<file path="config.mk">
export PLATFORM = sky130hd
export DESIGN_NAME = result_formatter
export DESIGN_NICKNAME = d
export VERILOG_FILES = /design/src/rtl/result_formatter_pkg.sv /design/src/rtl/bin2bcd_seq.sv /design/src/rtl/result_formatter.sv
export SDC_FILE = /design/constraint.sdc
export NUM_CORES = 1
export LEC_CHECK = 0
export BUFFER_PORTS_ARGS = -buffer_cell sky130_fd_sc_hd__buf_2
export CORE_MARGIN = 3
export CORE_UTILIZATION = 25
export CTS_CLUSTER_DIAMETER = 150
export DETAILED_ROUTE_END_ITERATION = 10
export SLEW_MARGIN = 20
export SYNTH_ARGS = -nofsm -noshare
export SYNTH_HDL_FRONTEND = slang
export SYNTH_SLANG_ARGS = --single-unit
export TNS_END_PERCENT = 1
</file>
<file path="constraint.sdc">
create_clock -name clk -period 3.5 [get_ports clk]
set_clock_uncertainty 0.15 [all_clocks]
set_input_delay 0.175 -clock clk [delete_from_list [all_inputs] [get_ports clk]]
set_output_delay 0.175 -clock clk [all_outputs]
set_load 0.01 [all_outputs]
</file>
<file path="src/rtl/result_formatter_pkg.sv">
// Shared types and constants for the result formatter and its BCD converter.
package result_formatter_pkg;

    typedef enum logic [1:0] {
        IDLE    = 2'd0,
        WAIT_LO = 2'd1,
        CONVERT = 2'd2,
        UPDATE  = 2'd3
    } state_t;

    localparam int unsigned MAG_BITS   = 14;
    localparam int unsigned BCD_DIGITS = 4;
    localparam int unsigned BCD_BITS   = 4 * BCD_DIGITS;
    localparam int unsigned DISP_MAX   = 9999;
    localparam logic [3:0]  OVF_DIGIT  = 4'hE;

    // Displayed result: digits from thousands (d1) down to units (d4).
    typedef struct packed {
        logic [3:0] d1;
        logic [3:0] d2;
        logic [3:0] d3;
        logic [3:0] d4;
        logic       sign;
        logic       zero;
    } disp_t;

    localparam disp_t DISP_BLANK = '{d1: 4'd0, d2: 4'd0, d3: 4'd0, d4: 4'd0,
                                     sign: 1'b0, zero: 1'b1};

    // Double-dabble correction for one BCD digit before the shift.
    function automatic logic [3:0] dabble(input logic [3:0] d);
        return (d >= 4'd5) ? 4'(d + 4'd3) : d;
    endfunction

endpackage

</file>
<file path="src/rtl/bin2bcd_seq.sv">
// Serial double-dabble: converts a MAG_BITS binary value to BCD_DIGITS digits,
// one input bit per clock. The first bit is consumed on the start edge, so done
// is high in the cycle right after the last of MAG_BITS steps.
module bin2bcd_seq
    import result_formatter_pkg::*;
(
    input  logic                clk,
    input  logic                reset,
    input  logic                start,
    input  logic [MAG_BITS-1:0] bin,
    output logic                done,
    output logic [BCD_BITS-1:0] bcd
);

    localparam int unsigned CNT_W = $clog2(MAG_BITS + 1);

    logic [CNT_W-1:0]    cnt;
    logic                active;
    logic [MAG_BITS-1:0] sh;
    logic [BCD_BITS-1:0] src_bcd;
    logic [BCD_BITS-1:0] adj_bcd;
    logic [MAG_BITS-1:0] src_sh;

    // One dabble step on either the fresh operand (start) or the running state.
    always_comb begin
        src_bcd = start ? '0 : bcd;
        src_sh  = start ? bin : sh;
        adj_bcd = src_bcd;
        for (int i = 0; i < int'(BCD_DIGITS); i++) begin
            adj_bcd[i*4 +: 4] = dabble(src_bcd[i*4 +: 4]);
        end
    end

    // Shift register, step counter and done pulse.
    always_ff @(posedge clk) begin
        if (reset) begin
            cnt    <= '0;
            active <= 1'b0;
            sh     <= '0;
            bcd    <= '0;
            done   <= 1'b0;
        end else begin
            done <= 1'b0;
            if (start) begin
                bcd    <= {adj_bcd[BCD_BITS-2:0], src_sh[MAG_BITS-1]};
                sh     <= {src_sh[MAG_BITS-2:0], 1'b0};
                cnt    <= CNT_W'(1);
                active <= 1'b1;
            end else if (active) begin
                bcd <= {adj_bcd[BCD_BITS-2:0], src_sh[MAG_BITS-1]};
                sh  <= {src_sh[MAG_BITS-2:0], 1'b0};
                cnt <= cnt + CNT_W'(1);
                if (cnt == CNT_W'(MAG_BITS - 1)) begin
                    active <= 1'b0;
                    done   <= 1'b1;
                end
            end
        end
    end

endmodule

</file>
<file path="src/rtl/result_formatter.sv">
// Assembles two-byte signed results from the UART, converts them to four BCD
// digits plus sign/zero flags for the display, with timeout and clear handling.
module result_formatter
    import result_formatter_pkg::*;
#(
    parameter int unsigned TIMEOUT_CYCLES = 1000000
) (
    input  logic       clk,
    input  logic       reset,
    input  logic [7:0] data,
    input  logic       rxdDataReady,
    input  logic       clear,
    output logic [3:0] num1,
    output logic [3:0] num2,
    output logic [3:0] num3,
    output logic [3:0] num4,
    output logic       sign,
    output logic       clcZero,
    output logic       busy,
    output logic       frameDrop
);

    localparam int unsigned TO_W = (TIMEOUT_CYCLES > 1) ? $clog2(TIMEOUT_CYCLES) : 1;

    state_t              state, state_n;
    logic [7:0]          hi_r, hi_n;
    logic [7:0]          lo_r, lo_n;
    logic [TO_W-1:0]     to_cnt, to_cnt_n;
    logic                neg_r, neg_n;
    logic                ovf_r, ovf_n;
    disp_t               disp_r, disp_n;
    logic                busy_n;
    logic                drop_n;
    logic                start_c;
    logic [15:0]         value_c;
    logic [15:0]         mag_c;
    disp_t               conv_disp_c;
    logic                conv_done;
    logic [BCD_BITS-1:0] conv_bcd;

    // Magnitude of the frame being completed by the current low byte.
    always_comb begin
        value_c = {hi_r, data};
        mag_c   = value_c[15] ? 16'(16'd0 - value_c) : value_c;
    end

    // Display word produced once the serial conversion has finished.
    always_comb begin
        if (ovf_r) begin
            conv_disp_c = '{d1: OVF_DIGIT, d2: OVF_DIGIT, d3: OVF_DIGIT, d4: OVF_DIGIT,
                            sign: neg_r, zero: 1'b0};
        end else begin
            conv_disp_c = '{d1: conv_bcd[15:12], d2: conv_bcd[11:8],
                            d3: conv_bcd[7:4],   d4: conv_bcd[3:0],
                            sign: neg_r, zero: ({hi_r, lo_r} == 16'd0)};
        end
    end

    bin2bcd_seq u_bin2bcd (
        .clk   (clk),
        .reset (reset),
        .start (start_c),
        .bin   (mag_c[MAG_BITS-1:0]),
        .done  (conv_done),
        .bcd   (conv_bcd)
    );

    // Next-state and next-output decisions for the frame FSM.
    always_comb begin
        state_n  = state;
        hi_n     = hi_r;
        lo_n     = lo_r;
        to_cnt_n = to_cnt;
        neg_n    = neg_r;
        ovf_n    = ovf_r;
        disp_n   = disp_r;
        drop_n   = 1'b0;
        start_c  = 1'b0;

        case (state)
            IDLE: begin
                if (clear) begin
                    disp_n = DISP_BLANK;
                end else if (rxdDataReady) begin
                    hi_n     = data;
                    to_cnt_n = '0;
                    state_n  = WAIT_LO;
                end
            end
            WAIT_LO: begin
                if (clear) begin
                    disp_n   = DISP_BLANK;
                    to_cnt_n = '0;
                    state_n  = IDLE;
                end else if (rxdDataReady) begin
                    lo_n    = data;
                    neg_n   = value_c[15];
                    ovf_n   = (mag_c > 16'(DISP_MAX));
                    start_c = 1'b1;
                    state_n = CONVERT;
                end else if (to_cnt == TO_W'(TIMEOUT_CYCLES - 1)) begin
                    drop_n   = 1'b1;
                    to_cnt_n = '0;
                    state_n  = IDLE;
                end else begin
                    to_cnt_n = to_cnt + TO_W'(1);
                end
            end
            CONVERT: begin
                drop_n = rxdDataReady;
                if (conv_done) begin
                    state_n = UPDATE;
                end
            end
            UPDATE: begin
                drop_n  = rxdDataReady;
                disp_n  = conv_disp_c;
                state_n = IDLE;
            end
            default: state_n = IDLE;
        endcase

        busy_n = (state_n == CONVERT) || (state_n == UPDATE);
    end

    // State, latched bytes and registered outputs.
    always_ff @(posedge clk) begin
        if (reset) begin
            state     <= IDLE;
            hi_r      <= '0;
            lo_r      <= '0;
            to_cnt    <= '0;
            neg_r     <= 1'b0;
            ovf_r     <= 1'b0;
            disp_r    <= DISP_BLANK;
            busy      <= 1'b0;
            frameDrop <= 1'b0;
        end else begin
            state     <= state_n;
            hi_r      <= hi_n;
            lo_r      <= lo_n;
            to_cnt    <= to_cnt_n;
            neg_r     <= neg_n;
            ovf_r     <= ovf_n;
            disp_r    <= disp_n;
            busy      <= busy_n;
            frameDrop <= drop_n;
        end
    end

    assign num1    = disp_r.d1;
    assign num2    = disp_r.d2;
    assign num3    = disp_r.d3;
    assign num4    = disp_r.d4;
    assign sign    = disp_r.sign;
    assign clcZero = disp_r.zero;

endmodule

</file>
======== After elaboration in Yosys (flattened, before gate mapping) ========
Cells that the tools add are included.
word-level totals
  register bits ........................... 95
  input bits .............................. 12
  word-level logic and storage cells ...... 99
operators by class
  add/sub/neg operators ................... 7
  magnitude comparators ................... 5
  eq/ne operators ......................... 11
  mux-type cells .......................... 40
  bitwise logic cells ..................... 2
  reduce and logical (&&, ||, !) cells .... 14
operator list
  cell                                                                               number
  20-bit two-way mux                                                                 5
  16-bit two-way mux                                                                 4
  14-bit two-way mux                                                                 3
  20-bit case mux with 2 select lines                                                1
  18-bit two-way mux                                                                 2
  18-bit case mux with 2 select lines                                                1
  20-bit by 1-bit adder with 20-bit output, second input constant                    1
  20-bit == test, second input constant                                              1
  4-bit by 3-bit >= comparator with 1-bit output, second input constant              4
  16-bit by 14-bit greater-than comparator with 1-bit output, second input constant  1
  16-bit zero test                                                                   1
  1-bit by 16-bit subtractor with 16-bit output, first input constant                1
  4-bit by 2-bit adder with 4-bit output, second input constant                      3
  1-bit two-way mux                                                                  12
  2-bit two-way mux                                                                  6
  4-bit two-way mux                                                                  3
  2-bit == test, second input constant                                               4
  2-bit case mux with 4 select lines                                                 1
  3-bit AND reduction                                                                2
  2-bit nonzero test                                                                 3
  2-bit OR reduction                                                                 3
  4-bit by 1-bit adder with 4-bit output, second input constant                      1
  4-bit == test, second input constant                                               1
  2-bit inequality test, second input constant                                       2
  12 further kinds                                                                   13

======== Longest topological paths before layout ========
Gate-level depths: netlist of run 1.
  depth after elaboration ................. 8
  depth in mapped cells ................... 12

======== Cells and area by module ========
From an unflattened synthesis of run 1, not the netlist that was laid out.
unflattened totals
  cell total of the unflattened synthesis .. 595
  area total of the unflattened synthesis .. 4888.4 um^2
by module, submodules not included
  module            instances  cells an instance  area an instance (um^2)  seq. area each (um^2)
  result_formatter  1          378                2982.9                   1201.2
  bin2bcd_seq       1          217                1905.6                   700.7

======== Worst setup path before layout of run 1 ========
No wires, ideal clock.
  kind .................................... register to register
  start point ............................. reg (tool-made name)
  end point ............................... reg u_bin2bcd.bcd[9]
  arrival ................................. 2.221 ns
  setup slack ............................. 1.043 ns
  cell stages (with the launch flop) ...... 12
  buffers on the path ..................... 2
  clock period less this slack ............ 2.457 ns
  cells stage by stage .................... dfxtp_1 > nor2_1 > nand3_1 > clkbuf_1 > buf_1 > nand2_1 > ha_1 > nand2b_1 > a21oi_1 > nor2_1 > xor2_1 > a211oi_1
RTL lines
  element                 line               text
  end signal: assignment  bin2bcd_seq.sv:45  bcd <= {adj_bcd[BCD_BITS-2:0], src_sh[MAG_BITS-1]};
  end signal: assignment  bin2bcd_seq.sv:50  bcd <= {adj_bcd[BCD_BITS-2:0], src_sh[MAG_BITS-1]};
  end: declaration        bin2bcd_seq.sv:12  output logic [BCD_BITS-1:0] bcd

======== Worst setup path in the final report of run 1 ========
  start point ............................. reg state[0]
  end point ............................... reg u_bin2bcd.bcd[2]
on the way
  word-level cells in the longest chain between the ends .. 7
ends and longest elaborated chain
  element                                                                                                   line                        text
  start: declaration                                                                                        result_formatter.sv:25      state_t state, state_n;
  start signal: assignment                                                                                  result_formatter.sv:139     state <= state_n;
  2-bit by 1-bit == test with 1-bit output (*)                                                              result_formatter.sv:80      case (state)
  1-bit two-way mux (*)                                                                                     result_formatter.sv:80
  16-bit two-way mux                                                                                        bin2bcd_seq.sv:26           src_bcd = start ? '0 : bcd;
  4-bit by 2-bit adder with 4-bit output or 4-bit by 3-bit >= comparator with 1-bit output (tied branches)  result_formatter_pkg.sv:32  return (d >= 4'd5) ? 4'(d + 4'd3) : d;
  4-bit two-way mux                                                                                         result_formatter_pkg.sv:32
  16-bit two-way mux                                                                                        bin2bcd_seq.sv:49           end else if (active) begin
  16-bit two-way mux                                                                                        bin2bcd_seq.sv:44           if (start) begin
Mark *: on every way between the ends. The rest lies on a longest branch, timed or not. The select of a mux whose other input is x is not followed.
A chain may end at the register's enable or synchronous reset.

==> results.py, run 1 <==
metrics = {
    "routing": {
        "first_pass_iters": 4,
        "vias": 3970,
        "antenna_left": 0,
        "viasPerCell": 4.824,
        "route.detailed.drc": 0,
        "wl_um": 11220,
        "wl_per_cell_um": 13.63,
        "drtIter0Drc": 343,
    },
    "setup_path": {
        "regToRegEndpoint": "u_bin2bcd.bcd[2]",
        "ff2ff_path_depth": 8,
        "worst-path-max-fanout": 14,
        "worstSetupPathType": "flip-flop to flip-flop",
        "crit_path_top_delay_cell": "dfxtp_1",
        "r2r_setup_slack_ns": 0.91,
        "path_cells": "nand3_1 > nand2_1 > ha_1 > nand2b_1 > a21oi_1 > nor2_1 > mux2_2 > a211oi_1",
        "crit_family": "simple AND/OR/NAND/NOR gates",
        "reg2reg_from": "state[0]",
        "endpoint_kind": "flip-flop",
        "max_stage_delay_ns": 0.50,
        "cp.required_ns": 3.61,
        "critPathBufInv": 0,
        "worstSetupStartpointType": "flip-flop",
        "worst-endpoint-arrival_ns": 2.70,
    },
    "clocking": {
        "insertion_delay_ns": 0.35,
        "cts_tree": "yes",
        "htreeDepth": 3,
        "cts.sinks": 94,
        "clockRootBuffer": "clkbuf_16",
        "path_clk_slew_ns": 0.07,
        "clockBufferDepth": 2,
        "cts_made_buffers": 9,
    },
    "sta": {
        "period_share_pct": 73.95,
        "grt_setup_unrepaired": "no",
        "slew_viol_final": 0,
        "slew_headroom_pct": 46.97,
        "fmax_mhz": 386.3,
        "setup_tns_ns": 0,
        "finalCriticalPeriod_ns": 2.588,
        "whs_ns": 0.02219,
        "hold_violations": 0,
        "worst_slew_pin_slew_ns": 0.7944,
        "finalSetupViolations": 0,
    },
    "pwr": {
        "clkPwrFrac_pct": 47.1,
        "ir_drop_mv": 0.2329,
        "intPower_mw": 1.844,
        "power.total_mw": 2.395,
        "p_seq_share_pct": 46.1,
        "leakage_nw": 1.848,
        "power.switching_uw": 551.2,
        "p_per_area_nw_per_um2": 439.8,
        "switching_share_pct": 23.01,
        "p_comb_share_pct": 6.7,
    },
    "cells_and_area": {
        "nFillCells": 1947,
        "area_growth_pct": 15.71,
        "fin_nets": 613,
        "drive_gt1_share_pct": 11.45,
        "n_antenna_cell": 0,
        "final_area_um2": 5446,
    },
    "synthesis": {
        "yosysMostFrequentCell": "dfxtp_1",
        "synth_edf_count": 0,
        "async_flop_share_pct": 0,
        "ys_top_cells_by_area": "dfxtp_1 40%, nand2_1 6.1%, a21oi_1 6.0%",
        "synth.top_cell.area_share_pct": 39.98,
        "ys_seq_elements": 94,
        "synth_commonest_cells": "94 x dfxtp_1, 76 x nand2_1, 56 x a21oi_1",
        "yosys_warnings": 0,
        "yosys_most_used_dff": "dfxtp_1",
        "synth.avg_cell_area_um2": 8.215,
        "synth_nets": 597,
        "yosys.area.top_type": "dfxtp_1",
        "synth_cells": 573,
        "ys_types": 58,
        "netlist_area_um2": 4707,
        "ys_seq_area_share_pct": 39.98,
    },
    "global_routing": {
        "grt_first_pass_wirelength_um": 18830,
        "grtUsageTotal_pct": 11.28,
        "grt_remaining_overflow": 0,
        "first_global_vias": 3736,
        "antenna_found_initial": 0,
        "grt_max_degree": 39,
    },
    "place": {
        "port_buffers": 31,
        "dpl_cell_area_um2": 5041,
        "dp_hpwl_um": 7687,
        "routabilityCongestion": 0.8390,
    },
    "die": {
        "die_x_um": 143.2,
        "dieArea_um2": 20510,
        "start_util_pct": 25.85,
        "coreArea_um2": 18210,
        "io_pins": 32,
        "die_h_um": 143.2,
        "rows": 49,
    },
    "min_path": {
        "worstHoldPathCells": 3,
        "hold_end": "hi_r[5]",
        "min-delay-start": "data[5]",
        "min-delay-path-class": "primary input to flip-flop",
    },
    "flow_run": {
        "maxCapViolations": 0,
    },
    "outcome": {
        "status": "finished, final reports clean",
    },
}
final cells by class:
cell class,instances,area (um^2),share of cell area [%]
Clock buffer,9,225.2,4.135
Timing Repair Buffer,47,290.3,5.330
Clock inverter,7,120.1,2.205
Inverter,15,56.30,1.034
Sequential cell,94,1882,34.55
Multi-Input combinational cell,422,2586,47.48
Tap cell,229,286.5,5.261
routing by layer:
metal  vias up  GRT usage, %  part of all wire [%]
li1       2056             -                     -
met1      1831         15.35                    49
met2        66         17.06                    45
met3        17         2.445                   3.9
met4         0         5.203                   2.3
met5         -             0                     0
cells by family (layout without fill, tap and decap cells):
group           count (synthesis)  after routing  share of synthesized area [%]
simple gates                  223            223                          23.76
mux                            15             15                          3.216
fa+ha+maj                      12             12                          3.190
buf+inv                        57             78                          5.077
flops                          94             94                          39.98
xor+xnor                       35             35                          6.513
compound gates                137            137                          18.26
worst register-to-register path, stage by stage, from the launching register on:
cell and delay [ns]:
dfxtp_1 0.50, nand3_1 0.43, nand2_1 0.27, ha_1 0.16, nand2b_1 0.09, a21oi_1 0.06, nor2_1 0.23, mux2_2 0.37
a211oi_1 0.25
worst max path at each step:
| stage | from | to | slack, ns | depth (start not counted) |
|---|---|---|---|---|
| 2_1_floorplan | flip-flop | u_bin2bcd.bcd[9] | 1.04 | 11 |
| 3_3_place_gp | flip-flop | u_bin2bcd.bcd[2] | 1.00 | 10 |
| 3_5_place_dp | clear | u_bin2bcd.bcd[2] | 0.93 | 10 |
| 4_1_cts | flip-flop | u_bin2bcd.bcd[2] | 0.91 | 9 |
| 5_1_grt | flip-flop | u_bin2bcd.bcd[2] | 0.60 | 10 |
| 6_report | state[0] | u_bin2bcd.bcd[2] | 0.91 | 8 |
through the flow:
step           instances  setup slack, ns  util (%)
4_1_cts              823           0.9084     29.91
6_report             823           0.9116     29.91
3_5_place_dp         801           0.9349     27.69
5_1_grt              823           0.5992     29.91
3_3_place_gp         801            1.001     27.69
2_1_floorplan        573            1.043         -
state kept, by name, summed over array words and instances, names as in the netlist, 4 cells and up, named ones only:
name,count
u_bin2bcd.sh,13
u_bin2bcd.bcd,16
u_bin2bcd.cnt,4
lo_r,8
num4,4
num1,4
num3,4
to_cnt,20
hi_r,8
num2,4
timing repair:
action / CTS / global route
hold buffers: 6 / 0
gates resized for setup: 0 / 0
hold endpoints to repair: 11 / 0
buffers inserted: 0 / 0
setup endpoints to repair: 0 / 0
cells in the final DEF (no fill, tap or decap), types with 2 or more instances in the layout:
cell type,instances
dfxtp_1,94
nand2_1,76
a21oi_1,56
nor2_1,43
buf_2,31
a211oi_1,27
xnor2_1,26
o21ai_0,24
nand3_1,19
nor3_1,16
inv_1,15
mux2i_1,14
nor4_1,12
ha_1,12
buf_4,10
nand2b_1,9
xor2_1,9
clkbuf_16,9
nor2b_1,8
dlygate4sd3_1,6
o41ai_1,5
a22oi_1,5
and2_1,4
nand4_1,4
or3_1,4
nor3b_1,4
nor4b_1,3
and3_1,3
and4_1,3
nand3b_1,3
bufinv_16,3
a41oi_1,2
a311oi_1,2
or2_2,2
o31ai_1,2
a31oi_1,2
o31a_1,2
power groups by stage:
stage / combinational [mW] / sequential, mW / clock (mW)
global route: 0.181 / 1.11 / 1.20
detailed placement: 0.157 / 1.13 / 0
floorplan: 0.125 / 1.12 / 0
finish: 0.162 / 1.11 / 1.13
CTS: 0.162 / 1.10 / 1.16
global placement: 0.155 / 1.13 / 0
Power figures use the tool's default switching activity.
==> run 2, diff against run 1 <==
--- a/config.mk
+++ b/config.mk
@@ -5,6 +5,7 @@
 export SDC_FILE = /design/constraint.sdc
 export NUM_CORES = 1
 export LEC_CHECK = 0
+export ABC_AREA = 1
 export BUFFER_PORTS_ARGS = -buffer_cell sky130_fd_sc_hd__buf_2
 export CORE_MARGIN = 3
 export CORE_UTILIZATION = 25
==> constraint.sdc (replaced) <==
create_clock -name clk -period 2.59 [get_ports clk]
set_clock_uncertainty 0.15 [all_clocks]
set_input_delay 0.1295 -clock clk [delete_from_list [all_inputs] [get_ports clk]]
set_output_delay 0.1295 -clock clk [all_outputs]
set_load 0.01 [all_outputs]
==> results.py, run 2 <==
metrics = {
    "setup_path": {
        "path_common_cell": "nand2_1",
        "worst-endpoint-arrival_ns": 2.37,
        "worstSetupPathType": "flip-flop to flip-flop",
        "cp.required_ns": 2.68,
        "crit_family": "simple AND/OR/NAND/NOR gates",
        "worstSetupStartpointType": "flip-flop",
        "endpoint_kind": "flip-flop",
        "worst-path-max-fanout": 14,
        "max_stage_delay_ns": 0.39,
        "crit_path_top_delay_cell": "dfxtp_1",
        "r2r_setup_slack_ns": 0.31,
        "critPathBufInv": 3,
        "path_cells": "inv_2 > nand3_2 > nor2_4 > inv_4 > nand2_1 > ha_1 > inv_1 > o21ai_0 > nand2_1 > nand2_1 > xor2_1 > a21oi_1",
        "regToRegEndpoint": "u_bin2bcd.bcd[11]",
        "ff2ff_path_depth": 12,
    },
    "routing": {
        "vias": 4378,
        "drtIter0Drc": 306,
        "viasPerCell": 4.623,
        "wl_per_cell_um": 12.61,
        "wl_um": 11950,
        "route.detailed.drc": 0,
        "antenna_left": 0,
        "first_pass_iters": 4,
    },
    "synthesis": {
        "yosysMostFrequentCell": "nand2_1",
        "synth.top_cell.area_share_pct": 39.57,
        "ys_seq_elements": 94,
        "yosys.area.top_type": "dfxtp_1",
        "synth_nets": 707,
        "ys_top_cells_by_area": "dfxtp_1 40%, nand2_1 12%, o21ai_0 6.9%",
        "yosys_most_used_dff": "dfxtp_1",
        "synth_cells": 683,
        "ys_types": 39,
        "async_flop_share_pct": 0,
        "yosys_warnings": 0,
        "ys_seq_area_share_pct": 39.57,
        "synth_commonest_cells": "154 x nand2_1, 94 x dfxtp_1, 79 x inv_1",
        "netlist_area_um2": 4756,
        "synth_edf_count": 0,
        "synth.avg_cell_area_um2": 6.963,
    },
    "cells_and_area": {
        "nFillCells": 1959,
        "fin_nets": 737,
        "ff_latch_area_um2": 1882,
        "area_growth_pct": 16.31,
        "final_area_um2": 5532,
        "layout_common_cells": "154 x nand2_1, 94 x dfxtp_1, 79 x inv_1",
        "largest_reg_flops": 20,
        "regMostFlops": "to_cnt",
        "multi_input_area_um2": 2424,
        "final_common_cell": "nand2_1",
        "n_antenna_cell": 0,
        "largestRegisters": "to_cnt: 20 flops, u_bin2bcd.bcd: 16 flops, u_bin2bcd.sh: 13 flops",
        "final_util_pct": 30.18,
        "stdcell_count": 947,
        "drive_gt1_share_pct": 11.28,
    },
    "sta": {
        "slew_headroom_pct": 55.67,
        "fin_ws_ns": 0.3108,
        "hold_violations": 0,
        "whs_ns": 0.01117,
        "grt_setup_unrepaired": "no",
        "finalCriticalPeriod_ns": 2.279,
        "finalSetupViolations": 0,
        "worst_slew_pin_slew_ns": 0.6631,
        "period_share_pct": 88.00,
        "slew_viol_final": 0,
        "setup_tns_ns": 0,
        "fmax_mhz": 438.7,
    },
    "pwr": {
        "ir_drop_mv": 0.2691,
        "power.total_mw": 3.194,
        "p_per_area_nw_per_um2": 577.5,
        "leakage_nw": 2.224,
    },
    "global_routing": {
        "grt_max_degree": 44,
        "grtUsageTotal_pct": 11.98,
        "grt_remaining_overflow": 0,
        "antenna_found_initial": 0,
        "grt_first_pass_wirelength_um": 20150,
        "first_global_vias": 4209,
    },
    "clocking": {
        "cts_made_buffers": 9,
        "cts_setup_buffers": 0,
        "cts.sinks": 94,
        "path_clk_slew_ns": 0.07,
        "clockBufferDepth": 2,
        "insertion_delay_ns": 0.35,
        "htreeDepth": 3,
        "cts_tree": "yes",
        "clockRootBuffer": "clkbuf_16",
    },
    "place": {
        "dp_hpwl_um": 8637,
        "port_buffers": 31,
        "place_inst": 923,
        "dpl_cell_area_um2": 5135,
        "routabilityCongestion": 0.8907,
        "place_ws_ns": 0.3455,
    },
    "die": {
        "die_x_um": 143.9,
        "io_pins": 32,
        "dieArea_um2": 20710,
        "coreArea_um2": 18330,
        "rows": 49,
        "die_h_um": 143.9,
        "start_util_pct": 25.94,
    },
    "min_path": {
        "worstHoldPathCells": 3,
        "min-delay-start": "data[2]",
        "min-delay-path-class": "primary input to flip-flop",
        "hold_end": "lo_r[2]",
    },
    "outcome": {
        "status": "finished, final reports clean",
    },
    "flow_run": {
        "maxCapViolations": 0,
    },
}
-- run 2: changes by cell type in the layout (fill, tap and decap cells not counted), moves of 8 or more --
| cell | previous run | this run |
|---|---|---|
| a31oi_1 | 2 | 16 |
| nor4_1 | 12 | 3 |
| nand2_1 | 76 | 154 |
| mux2i_1 | 14 | 1 |
| nand3_1 | 19 | 44 |
| inv_1 | 15 | 79 |
| xnor2_1 | 26 | 3 |
| nand2b_1 | 9 | 0 |
| nor2_1 | 43 | 52 |
| a211oi_1 | 27 | 0 |
| nor2b_1 | 8 | 0 |
| o21ai_0 | 24 | 66 |
-- run 2: worst max path at each step --
stage              start                 to  cells after the start
2_1_floorplan  flip-flop  u_bin2bcd.bcd[11]                     13
3_3_place_gp   flip-flop  u_bin2bcd.bcd[13]                     15
3_5_place_dp   flip-flop  u_bin2bcd.bcd[11]                     12
4_1_cts        flip-flop  u_bin2bcd.bcd[11]                     12
5_1_grt        flip-flop   u_bin2bcd.bcd[2]                     12
6_report       flip-flop  u_bin2bcd.bcd[11]                     12
-- run 2: what timing repair did --
item | in CTS | in global routing
gates resized for setup | 0 | 0
hold endpoints to repair | 15 | 0
hold buffers | 8 | 0
-- run 2: worst register-to-register path, stage by stage (launching register included) --
cell	delay, ns
dfxtp_1	0.39
inv_2	0.09
nand3_2	0.10
nor2_4	0.21
inv_4	0.12
nand2_1	0.13
ha_1	0.15
inv_1	0.04
o21ai_0	0.29
nand2_1	0.17
nand2_1	0.10
xor2_1	0.14
a21oi_1	0.08
-- run 2: area by class of cell --
| cell class | count | share of cell area (%) |
|---|---|---|
| inverter | 86 | 5.926 |
| multi-input combinational | 475 | 43.81 |
| sequential | 94 | 34.02 |
| clock inverter | 6 | 1.402 |
| timing repair buffer | 47 | 5.338 |
| tap | 229 | 5.180 |
| clock buffer | 10 | 4.320 |
-- run 2: routing by layer --
metal	track usage (%)	vias up	part of all wire (%)
li1	-	2299	-
met1	15.46	2008	47
met2	19.30	53	47
met3	2.596	18	3.5
met4	5.104	0	2.1
met5	0	-	0
-- run 2: cell families after synthesis --
family | synth area share (%)
flip-flops | 39.57
multiplexers | 0.2105
buffers and inverters | 9.471
AO/OA/AOI/OAI | 17.65
adder cells (fa/ha/maj) | 3.157
AND/OR/NAND/NOR | 26.81
XOR/XNOR | 3.131
-- run 2: power by group --
| group | switching, mW | total (mW) | internal (mW) |
|---|---|---|---|
| combinational | 0.185 | 0.275 | 0.0894 |
| sequential | 0.0278 | 1.50 | 1.47 |
| clock | 0.623 | 1.42 | 0.794 |
| total | 0.836 | 3.19 | 2.36 |
==> run 3, diff against run 2 <==
--- a/config.mk
+++ b/config.mk
@@ -5,8 +5,8 @@
 export SDC_FILE = /design/constraint.sdc
 export NUM_CORES = 1
 export LEC_CHECK = 0
-export ABC_AREA = 1
-export BUFFER_PORTS_ARGS = -buffer_cell sky130_fd_sc_hd__buf_2
+export ABC_AREA = 0
+export BUFFER_PORTS_ARGS = -buffer_cell sky130_fd_sc_hd__clkbuf_2
 export CORE_MARGIN = 3
 export CORE_UTILIZATION = 25
 export CTS_CLUSTER_DIAMETER = 150
==> results.py, run 3 (same netlist as run 1, synthesis figures left out) <==
metrics = {
    "routing": {
        "antenna_left": 0,
        "drtIter0Drc": 235,
        "viasPerCell": 4.785,
        "vias": 3976,
        "first_pass_iters": 4,
        "wl_per_cell_um": 13.41,
        "route.detailed.drc": 0,
        "wl_um": 11150,
    },
    "die": {
        "dieArea_um2": 20510,
        "die_h_um": 143.2,
        "start_util_pct": 25.85,
        "coreArea_um2": 18210,
        "rows": 49,
        "die_x_um": 143.2,
        "io_pins": 32,
    },
    "clocking": {
        "clockRootBuffer": "clkbuf_16",
        "cts_setup_buffers": 0,
        "htreeDepth": 3,
        "cts_tree": "yes",
        "path_clk_slew_ns": 0.06,
        "cts.sinks": 94,
        "insertion_delay_ns": 0.35,
        "cts_made_buffers": 9,
        "clockBufferDepth": 2,
    },
    "cells_and_area": {
        "nFillCells": 1920,
        "largestRegisters": "to_cnt: 20 flops, u_bin2bcd.bcd: 16 flops, u_bin2bcd.sh: 13 flops",
        "fin_nets": 623,
        "drive_gt1_share_pct": 12.29,
        "area_growth_pct": 16.64,
        "largest_reg_flops": 20,
        "final_util_pct": 30.15,
        "n_antenna_cell": 0,
        "final_common_cell": "dfxtp_1",
        "layout_common_cells": "94 x dfxtp_1, 76 x nand2_1, 56 x a21oi_1",
        "stdcell_count": 831,
        "regMostFlops": "to_cnt",
    },
    "global_routing": {
        "grt_max_degree": 46,
        "grt_first_pass_wirelength_um": 18530,
        "first_global_vias": 3722,
        "antenna_found_initial": 0,
        "grtUsageTotal_pct": 11.05,
        "grt_remaining_overflow": 0,
    },
    "sta": {
        "slew_headroom_pct": 58.17,
        "finalSetupViolations": 0,
        "finalCriticalPeriod_ns": 2.461,
        "fmax_mhz": 406.3,
        "worst_slew_pin_slew_ns": 0.6265,
        "grt_setup_unrepaired": "no",
        "hold_violations": 0,
        "period_share_pct": 95.03,
        "setup_tns_ns": 0,
        "slew_viol_final": 0,
    },
    "setup_path": {
        "crit_family": "compound AO/OA/AOI/OAI gates",
        "worstSetupPathType": "primary input to flip-flop",
        "crit_path_top_delay_cell": "dlygate4sd3_1",
        "critPathBufInv": 3,
        "worst-endpoint-arrival_ns": 2.56,
        "path_common_cell": "o31a_1",
        "endpoint_kind": "flip-flop",
        "worst-path-max-fanout": 6,
        "path_cells": "dlygate4sd3_1 > clkbuf_2 > inv_1 > ha_4 > or4b_4 > o31a_1 > o31a_1 > a311o_1 > a2111oi_2",
        "max_stage_delay_ns": 0.53,
        "worstSetupStartpointType": "primary input",
        "cp.required_ns": 2.69,
    },
    "place": {
        "port_buffers": 31,
        "dp_hpwl_um": 7846,
        "place_inst": 809,
        "routabilityCongestion": 0.7957,
    },
    "outcome": {
        "status": "finished, final reports clean",
    },
    "pwr": {
        "p_per_area_nw_per_um2": 548.4,
        "power.total_mw": 3.011,
        "leakage_nw": 1.850,
        "ir_drop_mv": 0.3049,
    },
    "min_path": {
        "min-delay-path-class": "primary input to flip-flop",
    },
    "flow_run": {
        "maxCapViolations": 0,
    },
}
-- run 3: final timing paths --
check / from / slack (ns) / to / cells after the start
max: data[1] / 0.13 / ovf_r / 9
min: rxdDataReady / 0.04 / frameDrop / 3
max reg2reg: flip-flop / 0.25 / u_bin2bcd.bcd[14] / 11
min reg2reg: num3[2] / 0.30 / num3[2] / 2
-- run 3: layout make-up --
type,instances,area (um^2),area share (%)
clock buffer,11,232.7,4.239
clock inverter,3,46.29,0.8432
inverter,15,56.30,1.026
multi-input combinational,422,2604,47.42
sequential,94,1882,34.28
tap,229,286.5,5.219
timing repair buffer,57,382.9,6.974
-- run 3: timing repair --
item,CTS,global route
hold buffers,8,0
endpoints found under the setup margin,0,3
hold endpoints to repair,13,0
resized for setup,0,3
-- run 3: worst reg2reg max path: cells and delay by family, from the launching register on --
family	cells	cell delay, ns
flip-flops	1	0.31
AO/OA/AOI/OAI	1	0.24
AND/OR/NAND/NOR	5	0.72
buffers and inverters	2	0.36
multiplexers	2	0.31
adder cells (fa/ha/maj)	1	0.16
-- run 3: per-layer routing --
layer / up-vias / track usage (%) / wire length [um]
met5: - / 0 / 0
met4: 0 / 3.419 / 61
met2: 58 / 17.46 / 5102
met3: 4 / 2.713 / 485
li1: 2084 / - / -
met1: 1830 / 14.94 / 5496
-- run 3: through the flow --
stage,instance area (um^2),setup slack (ns),hold WS (ns)
4_1_cts,5473,0.07419,0.01707
3_5_place_dp,5114,0.1177,0.2716
3_3_place_gp,5114,0.1755,0.2596
5_1_grt,5490,0.002863,0.06000
6_report,5490,0.1288,0.03550
2_1_floorplan,4707,0.1335,0.1155
-- run 3: where the power goes --
group	total (mW)	internal (mW)	switching (mW)
combinational	0.236	0.0909	0.145
sequential	1.49	1.47	0.0238
clock	1.29	0.742	0.545
total	3.01	2.30	0.713
